==> config.mk <==
export PLATFORM = sky130hd
export DESIGN_NAME = multicycle_control_flat
export DESIGN_NICKNAME = d
export VERILOG_FILES = /design/src/rtl/multicycle_control_pkg.sv /design/src/rtl/multicycle_control_if.sv /design/src/rtl/multicycle_control_mem_wait_timer.sv /design/src/rtl/multicycle_control.sv /design/src/flat_wrapper.sv
export SDC_FILE = /design/constraint.sdc
export NUM_CORES = 1
export LEC_CHECK = 0
export BUFFER_PORTS_ARGS = -buffer_cell sky130_fd_sc_hd__buf_2
export CORE_ASPECT_RATIO = 0.6
export CORE_MARGIN = 2
export CORE_UTILIZATION = 25
export DETAILED_ROUTE_END_ITERATION = 12
export HOLD_SLACK_MARGIN = 0.12
export MAX_ROUTING_LAYER = met4
export SYNTH_ARGS = -nofsm -noshare
export SYNTH_HDL_FRONTEND = slang
export SYNTH_SLANG_ARGS = --single-unit
==> constraint.sdc <==
create_clock -name i_clk -period 4.9 [get_ports i_clk]
set_input_delay 0.245 -clock i_clk [delete_from_list [all_inputs] [get_ports i_clk]]
set_output_delay 0.245 -clock i_clk [all_outputs]
set_load 0.02 [all_outputs]
==> src/rtl/multicycle_control_pkg.sv <==
// Shared types and constants for the multicycle RV64I control path.
//   opcodes  : major opcode constants (i_instr[6:0]) of the supported formats.
//   ctrl_pkg : FSM state enum, datapath select/op enums, trap causes and
//              branch funct3 codes used by multicycle_control.
package opcodes;
  localparam logic [6:0] LD        = 7'b0000011;
  localparam logic [6:0] IMM_ARITH = 7'b0010011;
  localparam logic [6:0] TYPE_S    = 7'b0100011;
  localparam logic [6:0] R_TYPE    = 7'b0110011;
  localparam logic [6:0] TYPE_U    = 7'b0110111;
  localparam logic [6:0] TYPE_SB   = 7'b1100011;
  localparam logic [6:0] JALR      = 7'b1100111;
  localparam logic [6:0] TYPE_UJ   = 7'b1101111;
endpackage

package ctrl_pkg;
  typedef enum logic [3:0] {
    S_FETCH, S_DECODE, S_EXEC_R, S_EXEC_I, S_ADDR, S_MEM_RD, S_MEM_WR,
    S_WB_ALU, S_WB_MEM, S_BRANCH, S_JAL, S_JALR, S_LUI, S_TRAP
  } state_t;

  typedef enum logic [1:0] {A_PC = 2'd0, A_OLDPC = 2'd1, A_RS1 = 2'd2} alu_src_a_t;
  typedef enum logic [1:0] {B_RS2 = 2'd0, B_FOUR = 2'd1, B_IMM = 2'd2} alu_src_b_t;
  typedef enum logic [1:0] {OP_ADD = 2'd0, OP_CMP = 2'd1, OP_FUNCT = 2'd2} alu_op_t;
  typedef enum logic [1:0] {PC_ALU = 2'd0, PC_ALUOUT = 2'd1, PC_ALU_LSB0 = 2'd2} pc_src_t;
  typedef enum logic [1:0] {WB_ALU = 2'd0, WB_MDR = 2'd1, WB_PC = 2'd2, WB_IMM = 2'd3} wb_sel_t;
  typedef enum logic [1:0] {
    CAUSE_NONE = 2'd0, CAUSE_ILLEGAL = 2'd1, CAUSE_TIMEOUT = 2'd2
  } trap_cause_t;

  localparam logic [2:0] F3_BEQ  = 3'b000;
  localparam logic [2:0] F3_BNE  = 3'b001;
  localparam logic [2:0] F3_BLT  = 3'b100;
  localparam logic [2:0] F3_BGE  = 3'b101;
  localparam logic [2:0] F3_BLTU = 3'b110;
  localparam logic [2:0] F3_BGEU = 3'b111;
endpackage

==> src/rtl/multicycle_control_if.sv <==
// Request/acknowledge handshake between the control FSM and unified memory.
//   req : request pending, held until ack
//   we  : request is a store, stable while req is held
//   ack : memory completed the held request this cycle
interface multicycle_control_if;
  logic req;
  logic we;
  logic ack;

  modport master (output req, output we, input ack);
  modport slave  (input req, input we, output ack);
endinterface

==> src/rtl/multicycle_control_mem_wait_timer.sv <==
// Counts cycles a memory request has waited without acknowledge.
//   i_clk, i_reset : clock, synchronous active-high reset (count -> 0)
//   i_clear        : restart the count at 0
//   i_count        : one more waiting cycle
//   o_expired      : count has reached MEM_TIMEOUT
module mem_wait_timer #(
  parameter int unsigned MEM_TIMEOUT = 255
) (
  input  logic i_clk,
  input  logic i_reset,
  input  logic i_clear,
  input  logic i_count,
  output logic o_expired
);
  localparam int unsigned W = (MEM_TIMEOUT < 1) ? 1 : $clog2(MEM_TIMEOUT + 1);

  logic [W-1:0] count_q, count_d;

  assign o_expired = (count_q == W'(MEM_TIMEOUT));

  always_comb begin
    count_d = count_q;
    if (i_clear)                     count_d = '0;
    else if (i_count && !o_expired)  count_d = count_q + 1'b1;
  end

  always_ff @(posedge i_clk) begin
    if (i_reset) count_q <= '0;
    else         count_q <= count_d;
  end
endmodule

==> src/rtl/multicycle_control.sv <==
// Main control FSM of the multicycle RV64I datapath: fetch, decode, execute,
// memory, writeback. Drives datapath selects/strobes and the memory handshake,
// traps on illegal opcodes and on memory requests that wait too long.
//   i_clk, i_reset    : clock, synchronous active-high reset
//   i_instr           : current IR contents
//   i_zero, i_lt      : ALU flags for branch resolution
//   mem (master)      : req/we out, ack in
//   o_addr_sel .. o_wb_sel : datapath mux selects and write strobes
//   o_retired         : one-cycle pulse per completed instruction
//   o_trap, o_trap_cause : sticky trap flag and its cause
module multicycle_control
  import ctrl_pkg::*;
  import opcodes::*;
#(
  parameter int unsigned MEM_TIMEOUT = 255
) (
  input  logic                 i_clk,
  input  logic                 i_reset,
  input  logic [31:0]          i_instr,
  input  logic                 i_zero,
  input  logic                 i_lt,
  multicycle_control_if.master mem,
  output logic                 o_addr_sel,
  output logic                 o_ir_write,
  output logic                 o_pc_write,
  output logic [1:0]           o_pc_src,
  output logic [1:0]           o_alu_src_a,
  output logic [1:0]           o_alu_src_b,
  output logic [1:0]           o_alu_op,
  output logic                 o_aluout_write,
  output logic                 o_reg_write,
  output logic [1:0]           o_wb_sel,
  output logic                 o_retired,
  output logic                 o_trap,
  output logic [1:0]           o_trap_cause
);
  state_t      state_q, state_d;
  trap_cause_t cause_q, cause_d;

  alu_src_a_t src_a;
  alu_src_b_t src_b;
  alu_op_t    alu_op;
  pc_src_t    pc_src;
  wb_sel_t    wb_sel;
  logic       req, we, taken;
  logic       timer_clear, timer_count, timer_expired;

  logic [6:0] opcode;
  logic [2:0] funct3;
  logic       unused_instr;

  assign opcode       = i_instr[6:0];
  assign funct3       = i_instr[14:12];
  assign unused_instr = ^{i_instr[31:15], i_instr[11:7]};

  always_comb begin
    unique case (funct3)
      F3_BEQ:           taken = i_zero;
      F3_BNE:           taken = ~i_zero;
      F3_BLT, F3_BLTU:  taken = i_lt;
      F3_BGE, F3_BGEU:  taken = ~i_lt;
      default:          taken = 1'b0;
    endcase
  end

  // Every output is forced low while i_reset is high, so a reset mid-instruction
  // never leaks a strobe or retire pulse.
  always_comb begin
    state_d        = state_q;
    cause_d        = cause_q;
    req            = 1'b0;
    we             = 1'b0;
    o_addr_sel     = 1'b0;
    o_ir_write     = 1'b0;
    o_pc_write     = 1'b0;
    pc_src         = PC_ALU;
    src_a          = A_PC;
    src_b          = B_RS2;
    alu_op         = OP_ADD;
    o_aluout_write = 1'b0;
    o_reg_write    = 1'b0;
    wb_sel         = WB_ALU;
    o_retired      = 1'b0;
    o_trap         = 1'b0;
    o_trap_cause   = CAUSE_NONE;
    if (!i_reset) begin
      case (state_q)
        S_FETCH: begin
          req = 1'b1;
          if (mem.ack) begin
            o_ir_write = 1'b1;
            o_pc_write = 1'b1;
            src_b      = B_FOUR;
            state_d    = S_DECODE;
          end else if (timer_expired) begin
            state_d = S_TRAP;
            cause_d = CAUSE_TIMEOUT;
          end
        end
        S_DECODE: begin
          src_a          = A_OLDPC;
          src_b          = B_IMM;
          o_aluout_write = 1'b1;
          case (opcode)
            R_TYPE:      state_d = S_EXEC_R;
            IMM_ARITH:   state_d = S_EXEC_I;
            LD, TYPE_S:  state_d = S_ADDR;
            TYPE_SB:     state_d = S_BRANCH;
            TYPE_UJ:     state_d = S_JAL;
            JALR:        state_d = S_JALR;
            TYPE_U:      state_d = S_LUI;
            default: begin
              state_d = S_TRAP;
              cause_d = CAUSE_ILLEGAL;
            end
          endcase
        end
        S_EXEC_R, S_EXEC_I: begin
          src_a          = A_RS1;
          src_b          = (state_q == S_EXEC_R) ? B_RS2 : B_IMM;
          alu_op         = OP_FUNCT;
          o_aluout_write = 1'b1;
          state_d        = S_WB_ALU;
        end
        S_ADDR: begin
          src_a          = A_RS1;
          src_b          = B_IMM;
          o_aluout_write = 1'b1;
          state_d        = (opcode == LD) ? S_MEM_RD : S_MEM_WR;
        end
        S_MEM_RD, S_MEM_WR: begin
          req        = 1'b1;
          we         = (state_q == S_MEM_WR);
          o_addr_sel = 1'b1;
          if (mem.ack) begin
            o_retired = (state_q == S_MEM_WR);
            state_d   = (state_q == S_MEM_WR) ? S_FETCH : S_WB_MEM;
          end else if (timer_expired) begin
            state_d = S_TRAP;
            cause_d = CAUSE_TIMEOUT;
          end
        end
        S_WB_ALU, S_WB_MEM: begin
          o_reg_write = 1'b1;
          wb_sel      = (state_q == S_WB_MEM) ? WB_MDR : WB_ALU;
          o_retired   = 1'b1;
          state_d     = S_FETCH;
        end
        S_BRANCH: begin
          src_a      = A_RS1;
          src_b      = B_RS2;
          alu_op     = OP_CMP;
          o_pc_write = taken;
          pc_src     = PC_ALUOUT;
          o_retired  = 1'b1;
          state_d    = S_FETCH;
        end
        S_JAL: begin
          o_reg_write = 1'b1;
          wb_sel      = WB_PC;
          o_pc_write  = 1'b1;
          pc_src      = PC_ALUOUT;
          o_retired   = 1'b1;
          state_d     = S_FETCH;
        end
        S_JALR: begin
          src_a       = A_RS1;
          src_b       = B_IMM;
          pc_src      = PC_ALU_LSB0;
          o_pc_write  = 1'b1;
          o_reg_write = 1'b1;
          wb_sel      = WB_PC;
          o_retired   = 1'b1;
          state_d     = S_FETCH;
        end
        S_LUI: begin
          o_reg_write = 1'b1;
          wb_sel      = WB_IMM;
          o_retired   = 1'b1;
          state_d     = S_FETCH;
        end
        S_TRAP: begin
          o_trap       = 1'b1;
          o_trap_cause = cause_q;
        end
        default: state_d = S_FETCH;
      endcase
    end
  end

  // Timer restarts whenever a request-holding state is freshly entered.
  always_comb begin
    timer_count = req && !mem.ack;
    timer_clear = (state_d != state_q) &&
                  (state_d inside {S_FETCH, S_MEM_RD, S_MEM_WR});
  end

  mem_wait_timer #(.MEM_TIMEOUT(MEM_TIMEOUT)) u_timer (
    .i_clk     (i_clk),
    .i_reset   (i_reset),
    .i_clear   (timer_clear),
    .i_count   (timer_count),
    .o_expired (timer_expired)
  );

  assign mem.req     = req;
  assign mem.we      = we;
  assign o_pc_src    = pc_src;
  assign o_alu_src_a = src_a;
  assign o_alu_src_b = src_b;
  assign o_alu_op    = alu_op;
  assign o_wb_sel    = wb_sel;

  always_ff @(posedge i_clk) begin
    if (i_reset) begin
      state_q <= S_FETCH;
      cause_q <= CAUSE_NONE;
    end else begin
      state_q <= state_d;
      cause_q <= cause_d;
    end
  end
endmodule

==> src/flat_wrapper.sv <==
// flat-port wrapper written by rule: the top's interface ports become plain ports
module multicycle_control_flat import ctrl_pkg::*; import opcodes::*;
#(
  parameter int unsigned MEM_TIMEOUT = 255
)
  (i_clk, i_reset, i_instr, i_zero, i_lt, o_addr_sel, o_ir_write, o_pc_write, o_pc_src, o_alu_src_a, o_alu_src_b, o_alu_op, o_aluout_write, o_reg_write, o_wb_sel, o_retired, o_trap, o_trap_cause, mem_req, mem_we, mem_ack);
  multicycle_control_if mem_i ();
  input  logic i_clk;
  input  logic i_reset;
  input  logic [31:0] i_instr;
  input  logic i_zero;
  input  logic i_lt;
  output logic o_addr_sel;
  output logic o_ir_write;
  output logic o_pc_write;
  output logic [1:0] o_pc_src;
  output logic [1:0] o_alu_src_a;
  output logic [1:0] o_alu_src_b;
  output logic [1:0] o_alu_op;
  output logic o_aluout_write;
  output logic o_reg_write;
  output logic [1:0] o_wb_sel;
  output logic o_retired;
  output logic o_trap;
  output logic [1:0] o_trap_cause;
  output wire logic [$bits(mem_i.req)-1:0] mem_req;
  output wire logic [$bits(mem_i.we)-1:0] mem_we;
  input wire logic [$bits(mem_i.ack)-1:0] mem_ack;
  assign mem_req = mem_i.req;
  assign mem_we = mem_i.we;
  assign mem_i.ack = mem_ack;
  multicycle_control #(.MEM_TIMEOUT(MEM_TIMEOUT)) u_core (.i_clk(i_clk), .i_reset(i_reset), .i_instr(i_instr), .i_zero(i_zero), .i_lt(i_lt), .mem(mem_i), .o_addr_sel(o_addr_sel), .o_ir_write(o_ir_write), .o_pc_write(o_pc_write), .o_pc_src(o_pc_src), .o_alu_src_a(o_alu_src_a), .o_alu_src_b(o_alu_src_b), .o_alu_op(o_alu_op), .o_aluout_write(o_aluout_write), .o_reg_write(o_reg_write), .o_wb_sel(o_wb_sel), .o_retired(o_retired), .o_trap(o_trap), .o_trap_cause(o_trap_cause));
endmodule
Yosys cells after proc, flatten, opt, wreduce, memory -nomap -nowiden
Index checks and enable logic that the tools add are counted.
- bits in registers: 14
- bits of input ports: 37
- output and inout port bits: 21
- logic and storage cells: 114
- add/sub/neg operators: 1
- equality and inequality tests: 33
- multiplexer cells: 48
- bitwise gates (word level): 2
- reduce and logical (&&, ||, !) cells: 27
- operators with widths (operator ; count):
    one-hot mux 4 bit (7 select lines) ; 1
    == test 4 x 3 -> 1 bit (second input constant) ; 6
    == test 4 bit (second input constant) ; 6
    2-to-1 mux 2 bit ; 12
    one-hot mux 4 bit (6 select lines) ; 1
    == test 7 x 6 -> 1 bit (second input constant) ; 3
    == test 7 bit (second input constant) ; 3
    2-to-1 mux 1 bit ; 20
    2-to-1 mux 4 bit ; 5
    OR reduction 2 bit ; 9
    one-hot mux 2 bit (2 select lines) ; 4
    == test 3 bit (second input constant) ; 4
    one-hot mux 2 bit (3 select lines) ; 2
    OR reduction 5 bit ; 2
    adder 8 x 1 -> 8 bit (second input constant) ; 1
    == test 4 x 2 -> 1 bit (second input constant) ; 2
    == test 8 bit (second input constant) ; 1
    logical NOT 4 bit ; 2
    OR reduction 8 bit ; 1
    == test 7 x 2 -> 1 bit (second input constant) ; 1
    == test 7 x 5 -> 1 bit (second input constant) ; 1
    OR reduction 3 bit ; 2
    OR reduction 6 bit ; 1
    == test 4 x 1 -> 1 bit (second input constant) ; 1
    15 further kinds ; 20

Depth between registers and ports, before layout
- depth in word-level cells: 9
- gate-level depth with buffers: 7
- gate-level depth less buffers: 6

Hierarchy
A second synthesis with hierarchy kept.
- cells, all modules: 194
- area total of the unflattened synthesis: 1480.2 sq um
- modules (own cells, without submodules) (module ; times used ; cells each ; area each (sq um)):
    multicycle_control ; 1 ; 149 ; 1054.8
    mem_wait_timer ; 1 ; 45 ; 425.4

Worst setup path before layout
OpenSTA, ideal clock, no wires.
- kind: register -> output
- start point: register u_core.state_q[3]
- end point: output o_trap_cause[1]
- data arrival time: 1.947 ns
- data required time: 4.655 ns
- slack: 2.708 ns
- cell stages (with the launch flop): 6
- buffers on the path: 2
- path through: dfxtp_1 clkbuf_1 clkbuf_1 nand2_1 nor3_1 and2_1
- longest elaborated chain between the ends: 3
- RTL lines (what ; RTL line ; source):
    from (decl) ; multicycle_control.sv:37 ; state_t state_q, state_d;
    from (signal assigned) ; multicycle_control.sv:219 ; state_q <= state_d;
    == test 4 bit ; multicycle_control.sv:87 ; case (state_q)
    2-to-1 mux 2 bit ; multicycle_control.sv:87 ;
    2-to-1 mux 2 bit ; multicycle_control.sv:86 ; if (!i_reset) begin
    to (decl) ; flat_wrapper.sv:25 ; output logic [1:0] o_trap_cause;
Every way passes these cells.

Worst setup path in the final report
- start point: register u_core.state_q[3]
- end point: register u_core.u_timer.count_q[3]
- longest elaborated chain between the ends: 9
- elaborated cells between the ends (all ways): 28
- RTL lines (what ; RTL line ; source):
    == test 4 x 3 -> 1 bit ; multicycle_control.sv:87, multicycle_control.sv:137 ;
    2-to-1 mux 4 bit ; multicycle_control.sv:137 ; state_d = (state_q == S_MEM_WR) ? S_FETCH : S_WB_MEM;
    2-to-1 mux 4 bit ; multicycle_control.sv:135 ; if (mem.ack) begin
    one-hot mux 4 bit (6 select lines) ; multicycle_control.sv:87 ;
    2-to-1 mux 4 bit ; multicycle_control.sv:86 ;
    == test 4 x 3 -> 1 bit / logical NOT 4 bit (equally long branches) ; multicycle_control.sv:195 ; (state_d inside {S_FETCH, S_MEM_RD, S_MEM_WR});
    nonzero test 3 bit ; multicycle_control.sv:195 ;
    logical AND 1 bit ; multicycle_control.sv:194 ; timer_clear = (state_d != state_q) &&
    OR reduction 2 bit (no source line) ; - ;
    to (signal assigned) ; multicycle_control_mem_wait_timer.sv:29 ; else count_q <= count_d;
    to (decl) ; multicycle_control_mem_wait_timer.sv:17 ; logic [W-1:0] count_q, count_d;
Several ways; a longest one is shown, not always the timed one.
A chain may end at the register's enable or synchronous reset.

==> summary.txt <==
Outcome
  • Status: finished, final reports clean

Global route
  • Overflow after GRT: 0
  • First-pass GRT wire length: 6400 microns
  • Gr usage total: 13.6%
  • Number of global-route vias before repair: 1292
  • Initial antenna violation count: 0
  • Largest net degree at the start of global routing: 24

Min path
  • Min-Delay Endpoint: u_core.state_q[0]
  • Min-delay src: i_instr[3]
  • Hold depth: 3
  • Hold/Removal Path Class: primary input to flop

Synthesis
  • Post-synthesis register bit count: 14
  • Register area share after synthesis: 20.8%
  • Syn Area/Cell: 7.49 sq um
  • Post-synth EDFFs: 0
  • Fraction of registers with async set/reset: 0%
  • Synth Instances: 180
  • Ys flop type: dfxtp_1
  • Synthesized Nets: 218
  • Yosys warnings: 0
  • Unique masters post-synth: 52
  • Mapped cell area: 0.00135 sq mm

CTS
  • Num Clock Sinks: 14
  • Clock Path Buffers: 2
  • H-tree levels: 1
  • Root buf cell: clkbuf_8
  • CTS tree: yes
  • Post-CTS Setup Bufs: 0
  • Clock slew at reported path FFs: 0.06 ns
  • TritonCTS buffer count: 3
  • Worst-Skew Late Latency: 0.25 ns
  • # hold bufs at CTS: 0
  • Post-CTS sizing: 0

STA
  • Relative slew slack: 46.0%
  • Final setup vio count: 0
  • Final hold viol count: 0
  • RSZ-0062 raised after global routing: no
  • Post-Route Skew: 0.00101 ns
  • Period utilisation layout: 49.5%
  • Worst slew pin tran: 0.803 ns
  • Final min period: 2.43 ns
  • Final Max Slew Viols: 0
  • Setup TNS: 0 ns
  • Hold slack: 0.421 ns
  • Fmax: 412 MHz

Drt
  • DRC viols: 0
  • Vias per std cell: 5.30
  • Final ANT Viol Nets: 0
  • Router iterations before antenna repair: 4
  • Wirelength per Cell: 14.6 microns
  • DRT iter0 DRCs: 81
  • Via count: 1442
  • Final wirelength: 3980 microns

Power and ir drop
  • Clk pwr share: 15.0%
  • Switch Pwr: 400 uW
  • Leak: 0.000587 uW
  • Worst VDD drop: 121 uV
  • Sw frac: 52.4%
  • Flop pwr share: 27.8%
  • Pwr/cell area: 477 mW/mm^2
  • Int Pwr: 363 uW
  • Gate power share: 57.2%

Setup path
  • CP required: 5.00 ns
  • Slowest CP cell: dfxtp_1
  • R2R cell count: 5
  • Crit path max fanout: 21
  • Setup Crit Path Kind: flop to flop
  • Critical path's top delay family: simple AND/OR/NAND/NOR gates
  • Setup slack, reg-to-reg: 2.47 ns
  • Crit path largest cell delay: 0.77 ns
  • FF-to-FF Start: u_core.state_q[3]
  • CP Launch Type: flop
  • Worst path buffer plus inverter count: 0
  • WP data arrival: 2.53 ns
  • CP Cell Sequence: nand2b_1 -> o21ai_0 -> a31oi_1 -> nor3b_2 -> a311oi_1
  • Crit. End Element: flop
  • R2r endpoint: u_core.u_timer.count_q[3]

Flow run
  • Max-cap violations: 0

Floorplanning
  • Die area: 0.00602 sq mm
  • Core Area: 0.00513 sq mm
  • # rows: 20
  • Starting Density: 26.3%
  • Die Wd: 98.8 microns
  • I/O pin count: 58
  • Die Height: 60.9 microns

Cells and area
  • Leading cell type in the layout, fill and taps excluded: buf_2
  • ANT cells: 0
  • Synthesis-to-layout area growth: 18.7%
  • Fin nets: 245
  • Final instance area: 0.00160 sq mm
  • Commonest non-fill, non-tap cells in the layout: buf_2, nor2_1, dfxtp_1, nor3_1
  • Fraction of layout cells with a size suffix above 1: 22.8%
  • Fill count: 576

Placement
  • Final Wtd Congestion: 0.821
  • Placed Area: 0.00155 sq mm
  • PortBufs: 35
  • HPWL Detailed: 2930 microns
[through the flow]
stage,util [%],setup slack [ns],power [uW],cells
3_5_place_dp,30.1,2.52,646,268
2_1_floorplan,-,2.71,536,180
4_1_cts,31.2,2.50,762,272
6_report,31.2,2.47,764,272
3_3_place_gp,30.1,2.52,643,268
5_1_grt,31.2,2.26,822,272
[sequential cells by signal (all words and copies together), names as in the netlist]
name and count:
u_core.cause_q 2, u_core.state_q 4, u_core.u_timer.count_q 8
[power by group through the flow]
stage / sequential [uW] / clock (uW) / combinational (uW)
after floorplan: 155 / 0 / 381
after global placement: 215 / 0 / 428
after detailed placement: 214 / 0 / 432
after CTS: 212 / 116 / 434
after global routing: 222 / 120 / 480
final: 213 / 114 / 437
[tightest hold or removal path: stages]
cell,delay [ns]
buf_2,0.14
a221o_1,0.16
a31oi_1,0.07
[worst max-delay path by stage]
stage	from	to	slack, ns	depth (start not counted)
6_report	u_core.state_q[3]	u_core.u_timer.count_q[3]	2.47	5
5_1_grt	u_core.state_q[3]	u_core.u_timer.count_q[5]	2.26	5
4_1_cts	u_core.state_q[3]	u_core.u_timer.count_q[3]	2.50	5
3_5_place_dp	u_core.state_q[3]	u_core.u_timer.count_q[3]	2.52	5
3_3_place_gp	u_core.state_q[3]	u_core.u_timer.count_q[3]	2.52	5
2_1_floorplan	u_core.state_q[3]	o_trap_cause[1]	2.71	5
[Yosys cell counts, types with 2 or more instances]
cell      instances  share of area [%]
buf_1             2               0.56
a21oi_1           4                1.5
nor3_1           11                4.1
xor2_1            2                1.3
buf_2             3                1.1
o311a_1           2                1.5
xnor2_1           7                4.5
nor4_1            6                2.8
a211o_1           3                1.9
nor2_1           22                6.1
inv_1             5                1.4
nor3b_1           3                1.7
nand3_1           6                2.2
a311oi_1          9                5.8
nor2b_1           2               0.93
nand2b_1          7                3.2
a22oi_1           5                2.8
nand2_1           9                2.5
or4b_1            3                2.2
mux2i_1           4                3.0
o21ai_1           3                1.1
o21ai_0           6                2.2
or2_1             2               0.93
and3b_1           2                1.3
dfxtp_1          14                 21
nor3_2            2                1.5
a31oi_1           4                1.9
clkbuf_1          7                1.9
nor4b_1           2                1.3
[cell type report]
class / count / area, sq um / area share [%]
Clock buffer: 4 / 55.1 / 3.44
Tap cell: 66 / 82.6 / 5.16
Timing Repair Buffer: 35 / 175 / 10.9
Sequential cell: 14 / 280 / 17.5
Inverter: 5 / 18.8 / 1.17
Multi-Input combinational cell: 148 / 990 / 61.8
[routing by layer]
metal	GRT usage, %	part of all wire (%)	wire length [microns]
met1	21.2	57	2250
met2	17.5	36	1430
met3	3.11	7.1	283
met4	1.76	0.33	13
met5	-	0	0
[cells by family after synthesis]
group / after synthesis / synth area share [%]
AO/OA/AOI/OAI: 44 / 23.7
XOR/XNOR: 10 / 7.05
adder cells (fa/ha/maj): 1 / 0.927
buffers and inverters: 18 / 5.84
flip-flops: 14 / 20.8
multiplexers: 5 / 3.80
AND/OR/NAND/NOR: 88 / 37.8
(Power assumes the default switching activity.)
